## config.mk

```make
export PLATFORM = sky130hd
export DESIGN_NAME = cap_pixpack
export DESIGN_NICKNAME = d
export VERILOG_FILES = /design/src/rtl/cap_pkg.sv /design/src/rtl/cap_rgb565to888.sv /design/src/rtl/cap_pixpack.sv
export SDC_FILE = /design/constraint.sdc
export NUM_CORES = 1
export LEC_CHECK = 0
export CAP_MARGIN = 5
export CORE_ASPECT_RATIO = 1.25
export CORE_MARGIN = 3
export CORE_UTILIZATION = 50
export CTS_CLUSTER_SIZE = 24
export DETAILED_ROUTE_END_ITERATION = 7
export DONT_BUFFER_PORTS = 1
export SYNTH_ARGS = -nofsm -noshare
export SYNTH_HDL_FRONTEND = slang
export SYNTH_HIERARCHICAL = 1
export SYNTH_SLANG_ARGS = --single-unit
```

## constraint.sdc

```tcl
create_clock -name ACLK -period 7.08 [get_ports ACLK]
set_input_delay 0.354 -clock ACLK [delete_from_list [all_inputs] [get_ports ACLK]]
set_output_delay 0.354 -clock ACLK [all_outputs]
set_load 0.01 [all_outputs]
```

## src/rtl/cap_pkg.sv

```systemverilog
// Shared capture-path definitions: resolution codes, frame dimensions, FSM states.
package cap_pkg;

    localparam int DIM_W = 11;

    localparam logic [1:0] RES_VGA  = 2'b00;
    localparam logic [1:0] RES_XGA  = 2'b01;
    localparam logic [1:0] RES_SXGA = 2'b10;

    typedef enum logic [1:0] {
        ST_IDLE,
        ST_WAIT_SOF,
        ST_ACTIVE
    } state_t;

    function automatic logic [DIM_W-1:0] res_width(input logic [1:0] r);
        case (r)
            RES_XGA:  return DIM_W'(1024);
            RES_SXGA: return DIM_W'(1280);
            default:  return DIM_W'(640);
        endcase
    endfunction

    function automatic logic [DIM_W-1:0] res_height(input logic [1:0] r);
        case (r)
            RES_XGA:  return DIM_W'(768);
            RES_SXGA: return DIM_W'(1024);
            default:  return DIM_W'(480);
        endcase
    endfunction

endpackage

```

## src/rtl/cap_rgb565to888.sv

```systemverilog
// RGB565 to RGB888 expansion; low bits replicate the channel MSBs.
module cap_rgb565to888 (
    input  logic [15:0] pix565,
    output logic [23:0] pix888
);

    assign pix888 = {pix565[15:11], pix565[15:13],
                     pix565[10:5],  pix565[10:9],
                     pix565[4:0],   pix565[4:2]};

endmodule

```

## src/rtl/cap_pixpack.sv

```systemverilog
// Capture pixel packer: crops the camera stream to the selected window and
// packs RGB888 pixel pairs into 48-bit FIFO words.
module cap_pixpack
    import cap_pkg::*;
#(
    parameter int PIX_W = 16,
    parameter int OUT_W = 48,
    parameter int CNT_W = 11
) (
    input  logic             ACLK,
    input  logic             ARST,
    input  logic             PRST,
    input  logic [1:0]       RESOL,
    input  logic             CAP_EN,
    input  logic             PIX_VALID,
    input  logic [PIX_W-1:0] PIX_DATA,
    input  logic             PIX_SOF,
    input  logic             PIX_EOL,
    input  logic             FIFO_FULL,
    output logic             FIFO_WR,
    output logic [OUT_W-1:0] FIFO_DIN,
    output logic             FRAME_DONE,
    output logic             OVERFLOW,
    output logic             SYNC_ERR
);

    localparam logic [CNT_W-1:0] ONE = CNT_W'(1);

    logic             rst;
    state_t           state_q;
    state_t           state_d;
    logic [CNT_W-1:0] x_q;
    logic [CNT_W-1:0] y_q;
    logic [CNT_W-1:0] w_q;
    logic [CNT_W-1:0] h_q;
    logic             pend_q;
    logic [23:0]      held_q;
    logic             wr_q;
    logic [OUT_W-1:0] dout_q;
    logic             done_q;
    logic             ovf_q;
    logic             serr_q;
    logic [23:0]      pix24;

    logic             sof_beat;
    logic             start;
    logic             resync;
    logic             beat;
    logic             take;
    logic             eol;
    logic             last;
    logic             emit;
    logic [OUT_W-1:0] word;

    assign rst = ARST | PRST;

    cap_rgb565to888 u_exp (
        .pix565 (PIX_DATA),
        .pix888 (pix24)
    );

    // SOF always wins over EOL on the same beat.
    assign sof_beat = PIX_VALID & PIX_SOF;
    assign start    = (state_q == ST_WAIT_SOF) & sof_beat;
    assign resync   = (state_q == ST_ACTIVE) & sof_beat;
    assign beat     = (state_q == ST_ACTIVE) & PIX_VALID & ~PIX_SOF;
    assign take     = beat & (x_q < w_q) & (y_q < h_q);
    assign eol      = beat & PIX_EOL;
    assign last     = eol & (y_q == h_q - ONE);

    always_ff @(posedge ACLK) begin
        if (rst) begin
            state_q <= ST_IDLE;
        end else begin
            state_q <= state_d;
        end
    end

    always_comb begin
        state_d = state_q;
        unique case (state_q)
            ST_IDLE:     if (CAP_EN) state_d = ST_WAIT_SOF;
            ST_WAIT_SOF: if (start) state_d = ST_ACTIVE;
            ST_ACTIVE:   if (last) state_d = CAP_EN ? ST_WAIT_SOF : ST_IDLE;
            default:     state_d = ST_IDLE;
        endcase
    end

    // A word leaves on the odd pixel, or padded when a line ends on an even one.
    always_comb begin
        emit = 1'b0;
        word = '0;
        if (take & pend_q) begin
            emit = 1'b1;
            word = {pix24, held_q};
        end else if (eol & take) begin
            emit = 1'b1;
            word = {24'h0, pix24};
        end
    end

    always_ff @(posedge ACLK) begin
        if (rst) begin
            x_q    <= '0;
            y_q    <= '0;
            w_q    <= CNT_W'(res_width(RES_VGA));
            h_q    <= CNT_W'(res_height(RES_VGA));
            pend_q <= 1'b0;
            held_q <= '0;
            wr_q   <= 1'b0;
            dout_q <= '0;
            done_q <= 1'b0;
            ovf_q  <= 1'b0;
            serr_q <= 1'b0;
        end else begin
            if (state_q != ST_ACTIVE) begin
                w_q <= CNT_W'(res_width(RESOL));
                h_q <= CNT_W'(res_height(RESOL));
            end
            wr_q <= emit;
            if (emit) dout_q <= word;
            done_q <= last;
            ovf_q  <= ovf_q | (wr_q & FIFO_FULL);
            serr_q <= serr_q | resync;
            if (start | resync) begin
                x_q    <= ONE;
                y_q    <= '0;
                held_q <= pix24;
                pend_q <= 1'b1;
            end else if (beat) begin
                if (take) begin
                    x_q    <= x_q + ONE;
                    held_q <= pix24;
                    pend_q <= ~pend_q;
                end
                if (PIX_EOL) begin
                    x_q    <= '0;
                    pend_q <= 1'b0;
                    if (y_q != h_q) y_q <= y_q + ONE;
                end
            end
        end
    end

    assign FIFO_WR    = wr_q & ~FIFO_FULL;
    assign FIFO_DIN   = dout_q;
    assign FRAME_DONE = done_q;
    assign OVERFLOW   = ovf_q;
    assign SYNC_ERR   = serr_q;

endmodule

```

==> results.py, run 1 <==
metrics = {
    "critical_path": {
        "critPathMaxStageDelay_ns": 0.91,
        "startpoint_type": "register",
        "critical_path.top_delay_family": "compound AO/OA/AOI/OAI gates",
        "critPathLaunch": "h_q[9]$_SDFFE_PP0P_",
        "crit_path_end_kind": "register",
        "worstSetupPathType": "reg2reg",
        "crit_buf_inv": 2,
        "crit_arrival_ns": 3.49,
        "slowest_stage": "nor2_2",
        "cp.required_ns": 7.37,
        "path_cells": "inv_1 > ha_1 > a21o_1 > a2111oi_4 > o211ai_4 > buf_4 > nor2_2 > o221a_2",
        "r2r-start": "h_q[9]$_SDFFE_PP0P_",
        "crit_fanout": 68,
    },
    "die": {
        "die_w_um": 95.5,
        "initial_utilization_pct": 51.8,
        "ioPinCount": 78,
        "coreArea_um2": 9660,
        "die_area_um2": 11200,
        "rows": 40,
        "die_h_um": 118,
    },
    "finish": {
        "area_growth_pct": 3.13,
        "drive_gt1_share_pct": 9.40,
        "final_cell_mix": "105 x dfxtp_1, 70 x a21oi_1, 67 x nand2_1, 37 x inv_1, 37 x o21ai_0",
        "fillers": 901,
        "final_common_cell": "dfxtp_1",
        "multi_input_area_um2": 2410,
        "num_antenna_cells": 0,
        "nNetsFinal": 591,
        "final-seq-area_um2": 2120,
    },
    "power": {
        "clkPwrFrac_pct": 43.9,
        "p_comb_share_pct": 3.1,
        "net-switching-power_uw": 244,
        "finalPower_uw": 1140,
        "vdd_drop_max_v": 0.000131,
        "intPower_uw": 892,
        "powerDensity_nw_per_um2": 220,
        "seq_power_share_pct": 53.0,
        "power_switching_share_pct": 21.5,
        "p_leak_uw": 0.00166,
    },
    "synthesis": {
        "yosys_warnings": 6,
        "synth-seq-cells": 106,
        "synth_area_um2": 5000,
        "ys.flop_type": "dfxtp_1",
        "async_flop_share_pct": 0,
        "synth_nets": 641,
        "synth_enable_flop_cells": 0,
        "ys_seq_area_share_pct": 42.4,
        "synth_cell_types": 49,
        "synthCells": 599,
        "syn_avg_cell_area_um2": 8.35,
    },
    "global_routing": {
        "globalRouteOverflowTotal": 0,
        "grt_pass1_vias": 4046,
        "grt_pass1_wl_mm": 20.2,
        "grt_antenna_before_repair": 0,
        "grt_max_degree": 80,
        "grtUsageTotal_pct": 22.7,
    },
    "route": {
        "routed_wl_mm": 12.2,
        "drt_iter0_drc": 209,
        "drc_errors": 0,
        "postRouteAntennaNets": 0,
        "wl_per_cell_um": 18.0,
        "vias": 4079,
        "firstDrtPassIters": 5,
        "routed_via_density": 6.01,
    },
    "cts": {
        "postCtsSetupRepairBufs": 0,
        "root_buffer": "clkbuf_16",
        "cts_buffers": 9,
        "htree_levels": 3,
        "clock-sinks": 106,
        "cts_hold_buf": 0,
        "cts_tree": "built",
        "cts.path.max_buffers": 2,
        "path_clk_slew_ns": 0.07,
        "cts_resized": 0,
        "insertion_delay_ns": 0.34,
    },
    "timing": {
        "finalHoldViolCount": 0,
        "max_freq_ghz": 0.312,
        "drv_slew": 0,
        "fin_tns_setup_ns": 0,
        "rsz0062_at_grt": "no",
        "tightest_slew_ns": 1.12,
        "slew_headroom_pct": 25.3,
        "period_needed_ns": 3.21,
        "setup_violations": 0,
        "post-route-period-util_pct": 45.3,
        "fin_worst_skew_ns": 0.00473,
    },
    "placed_design": {
        "place.gp.congestion": 0.814,
        "dp_hpwl_mm": 7.70,
        "port_buffers": 0,
    },
    "run": {
        "max-cap-violations": 0,
    },
    "run_status": {
        "outcome": "completed",
    },
    "worst_hold_path": {
        "hp-start": "PIX_DATA[13]",
        "min_path_type": "in2reg",
    },
}
-- worst reg2reg max path, stage by stage (launching register included) --
cell and delay, ns:
dfxtp_1 0.38, inv_1 0.06, ha_1 0.29, a21o_1 0.21
a2111oi_4 0.49, o211ai_4 0.11, buf_4 0.36, nor2_2 0.92
o221a_2 0.34
-- power by group through the flow --
stage / Combinational, uW / Clock, uW / Sequential (uW)
2_1_floorplan: 40.3 / 0 / 614
3_3_place_gp: 34.6 / 0 / 615
3_5_place_dp: 35.3 / 0 / 615
4_1_cts: 35.6 / 509 / 601
5_1_grt: 39.9 / 538 / 602
6_report: 35.2 / 499 / 602
-- path summary, 6_finish.rpt --
check / end / slack (ns) / depth (start not counted)
setup reg to reg: FIFO_DIN[8]$_SDFFE_PP0P_ / 3.87 / 8
setup / recovery: FIFO_DIN[8]$_SDFFE_PP0P_ / 3.87 / 8
hold reg to reg: held_q[18]$_SDFFE_PP0P_ / 0.46 / 2
hold / removal: FIFO_DIN[45]$_SDFFE_PP0P_ / 0.16 / 2
-- synth_stat cells (3+ instances only) --
cell,instances,area [um^2]
o22ai_1,24,150
nand2_1,67,251
clkbuf_1,34,128
xor2_1,5,43.8
o31ai_1,7,52.6
ha_1,16,200
nor3_1,26,130
dfxtp_1,106,2120
and3_1,3,18.8
a21oi_1,70,350
inv_1,37,139
nand3_1,36,180
o221a_2,23,259
nand4_1,6,37.5
nor2_1,19,71.3
or3_1,5,31.3
xnor2_1,6,52.6
o21ai_0,37,185
buf_4,26,195
or4_1,7,52.6
-- final cells by class --
cell class | count | share of cell area, %
Timing Repair Buffer | 4 | 0.582
Inverter | 37 | 2.69
Clock inverter | 4 | 0.995
Sequential cell | 106 | 41.2
Clock buffer | 11 | 4.71
Multi-Input combinational cell | 391 | 46.8
Tap cell | 126 | 3.06
-- per-layer routing --
metal	GRT usage, %	up-vias	part of all wire [%]
met5	0	-	0
met4	8.54	0	1.3
met3	6.39	14	5.5
met2	37.6	94	51
met1	27.6	1956	42
li1	-	2015	-
-- stage by stage --
stage                     utilization, %  cells  instance area (um^2)  setup WS [ns]  hold slack [ns]
final                               53.4    679                  5160           3.87            0.158
after global routing                53.4    679                  5160           3.59            0.153
after CTS                           53.4    679                  5160           3.88            0.146
after detailed placement            50.3    664                  4860           3.89            0.455
after global placement              50.3    664                  4860           3.96            0.450
after floorplan                        -    599                  5000           4.79            0.444
-- logic make-up (layout without fill, tap and decap cells) --
logic type	count (synthesis)	after routing	share of synthesized area [%]
AOI/OAI and AO/OA	174	174	22.8
xor gates and xnor gates	11	11	1.93
adders and majority gates	16	16	4.00
buffers and inverters	102	56	9.81
DFF	106	106	42.4
muxes	2	2	0.400
and+or+nand+nor	188	188	18.7
-- state kept, by name, summed over array words and instances (netlist names), 2 cells and up --
register  cells
FIFO_DIN     48
held_q       24
x_q          11
y_q          11
w_q           3
h_q           2
state_q       2
Note: power is estimated with default switching activity, not from simulation.
==> run 2: changes to the inputs <==
--- a/config.mk
+++ b/config.mk
@@ -12,6 +12,7 @@
 export CTS_CLUSTER_SIZE = 24
 export DETAILED_ROUTE_END_ITERATION = 7
 export DONT_BUFFER_PORTS = 1
+export PLACE_DENSITY = 0.68
 export SYNTH_ARGS = -nofsm -noshare
 export SYNTH_HDL_FRONTEND = slang
 export SYNTH_HIERARCHICAL = 1
==> constraint.sdc (replaced) <==
create_clock -name ACLK -period 2.6 [get_ports ACLK]
set_input_delay 0.13 -clock ACLK [delete_from_list [all_inputs] [get_ports ACLK]]
set_output_delay 0.13 -clock ACLK [all_outputs]
set_load 0.01 [all_outputs]
==> run 2 against run 1 <==
Net effect: design area is 7.9% higher; routed wire length is 7.6% higher; critical endpoint is now FIFO_DIN[15]$_SDFFE_PP0P_; sequential power grew to 2.7 times the previous value; power grew to 3.0 times the previous value; sequential cell count stayed put; sequential share of layout area is 3.0 points lower; clock skew is 0.0023 ns higher; setup slack worse by 3.7 ns; critical path depth stayed put; worst hold slack worse by 0.081 ns; via count is 6.4% higher.
==> results.py, run 2 (synthesis gave the netlist of run 1 again) <==
metrics = {
    "run_status": {
        "outcome": "completed",
    },
    "critical_path": {
        "crit_path_end_kind": "register",
        "worstSetupPathType": "reg2reg",
        "startpoint_type": "register",
        "cp.required_ns": 2.84,
        "crit_fanout": 23,
        "crit_arrival_ns": 2.68,
    },
    "die": {
        "rows": 40,
        "ioPinCount": 78,
        "coreArea_um2": 9660,
        "die_area_um2": 11200,
        "die_h_um": 118,
        "die_w_um": 95.5,
        "initial_utilization_pct": 51.8,
    },
    "finish": {
        "area_growth_pct": 11.3,
        "largest_reg_flops": 48,
        "num_antenna_cells": 0,
        "drive_gt1_share_pct": 11.6,
        "finalNonFillerCells": 713,
        "final_util_pct": 57.6,
        "final_cell_mix": "105 x dfxtp_1, 70 x a21oi_1, 67 x nand2_1, 37 x inv_1",
        "multi_input_area_um2": 2410,
        "nNetsFinal": 624,
        "final_common_cell": "dfxtp_1",
        "fillers": 860,
        "final-seq-area_um2": 2120,
    },
    "timing": {
        "fin_ws_ns": 0.154,
        "period_needed_ns": 2.45,
        "setup_violations": 0,
        "max_freq_ghz": 0.409,
        "finalHoldViolCount": 0,
        "post-route-period-util_pct": 94.1,
        "whs_ns": 0.0762,
        "tightest_slew_ns": 1.07,
        "slew_headroom_pct": 28.3,
        "fin_worst_skew_ns": 0.00699,
        "fin_tns_setup_ns": 0,
        "drv_slew": 0,
    },
    "power": {
        "powerDensity_nw_per_um2": 619,
        "vdd_drop_max_v": 0.000302,
        "p_leak_uw": 0.00188,
    },
    "route": {
        "drt_iter0_drc": 363,
        "drc_errors": 0,
        "wl_per_cell_um": 18.5,
        "vias": 4339,
        "firstDrtPassIters": 8,
        "routed_wl_mm": 13.2,
        "postRouteAntennaNets": 0,
        "routed_via_density": 6.09,
    },
    "global_routing": {
        "grt_max_degree": 53,
        "use_met2_pct": 41.1,
        "grt_pass1_wl_mm": 21.7,
        "grt_antenna_before_repair": 0,
        "grt-busiest-layer": "met2",
        "globalRouteOverflowTotal": 0,
        "grtUsageTotal_pct": 24.2,
        "grt_util_met3_pct": 6.59,
        "grt_pass1_vias": 4319,
        "grt_use_met1_pct": 29.4,
    },
    "cts": {
        "insertion_delay_ns": 0.35,
        "root_buffer": "clkbuf_16",
        "cts.path.max_buffers": 2,
        "cts_tree": "built",
        "clock-sinks": 106,
        "path_clk_slew_ns": 0.07,
        "htree_levels": 3,
        "cts_buffers": 9,
    },
    "placed_design": {
        "pre_cts_ws_ns": 0.102,
        "place.gp.congestion": 0.859,
        "dp_cells": 677,
        "port_buffers": 0,
        "dp_hpwl_mm": 8.35,
    },
    "run": {
        "max-cap-violations": 0,
    },
    "worst_hold_path": {
        "min_path_type": "in2reg",
    },
}
-- run 2: cell type report --
type                       count  area share, %
clock buffer                  10           4.30
clock inverter                 6           2.47
inverter                      37           2.50
multi-input combinational    391           43.4
sequential                   106           38.2
tap                          126           2.83
timing repair buffer          37           6.36
-- run 2: worst max-delay path: stages, from the launching register on --
cell,delay [ns]
dfxtp_1,0.37
inv_1,0.07
ha_1,0.29
a21o_1,0.21
a2111oi_4,0.45
o211ai_4,0.25
buf_4,0.22
buf_4,0.21
o221a_2,0.26
-- run 2: what timing repair did --
action | CTS | global route
hold buffers | 19 | 0
hold endpoints to repair | 51 | 0
buffers inserted | 0 | 1
resized for setup | 0 | 2
endpoints found under the setup margin | 0 | 27
-- run 2: path summary, 6_finish.rpt --
| check | startpoint | end | slack (ns) | cells after the start |
|---|---|---|---|---|
| worst min-delay path | RESOL[1] | w_q[9]$_SDFFE_PP1P_ | 0.08 | 3 |
| worst min register to register | held_q[0]$_SDFFE_PP0P_ | held_q[0]$_SDFFE_PP0P_ | 0.47 | 2 |
| worst max register to register | h_q[9]$_SDFFE_PP0P_ | FIFO_DIN[15]$_SDFFE_PP0P_ | 0.15 | 8 |
| worst max-delay path | h_q[9]$_SDFFE_PP0P_ | FIFO_DIN[15]$_SDFFE_PP0P_ | 0.15 | 8 |
-- run 2: per-layer routing --
layer	wire length, um	vias to the layer above
li1	-	2084
met2	6740	154
met3	982	18
met5	0	-
met1	5240	2083
met4	201	0
-- run 2: report_power, final --
group / total (uW) / switching, uW / internal [uW]
registers: 1640 / 6.63 / 1630
logic: 136 / 84.1 / 52.1
clock network: 1670 / 604 / 1070
total: 3440 / 694 / 2750
-- run 2: metrics by stage --
step | power [uW] | cell area (um^2)
4_1_cts | 3460 | 5550
6_report | 3440 | 5560
2_1_floorplan | 1780 | 5000
3_3_place_gp | 1770 | 4990
5_1_grt | 3550 | 5560
3_5_place_dp | 1780 | 4990
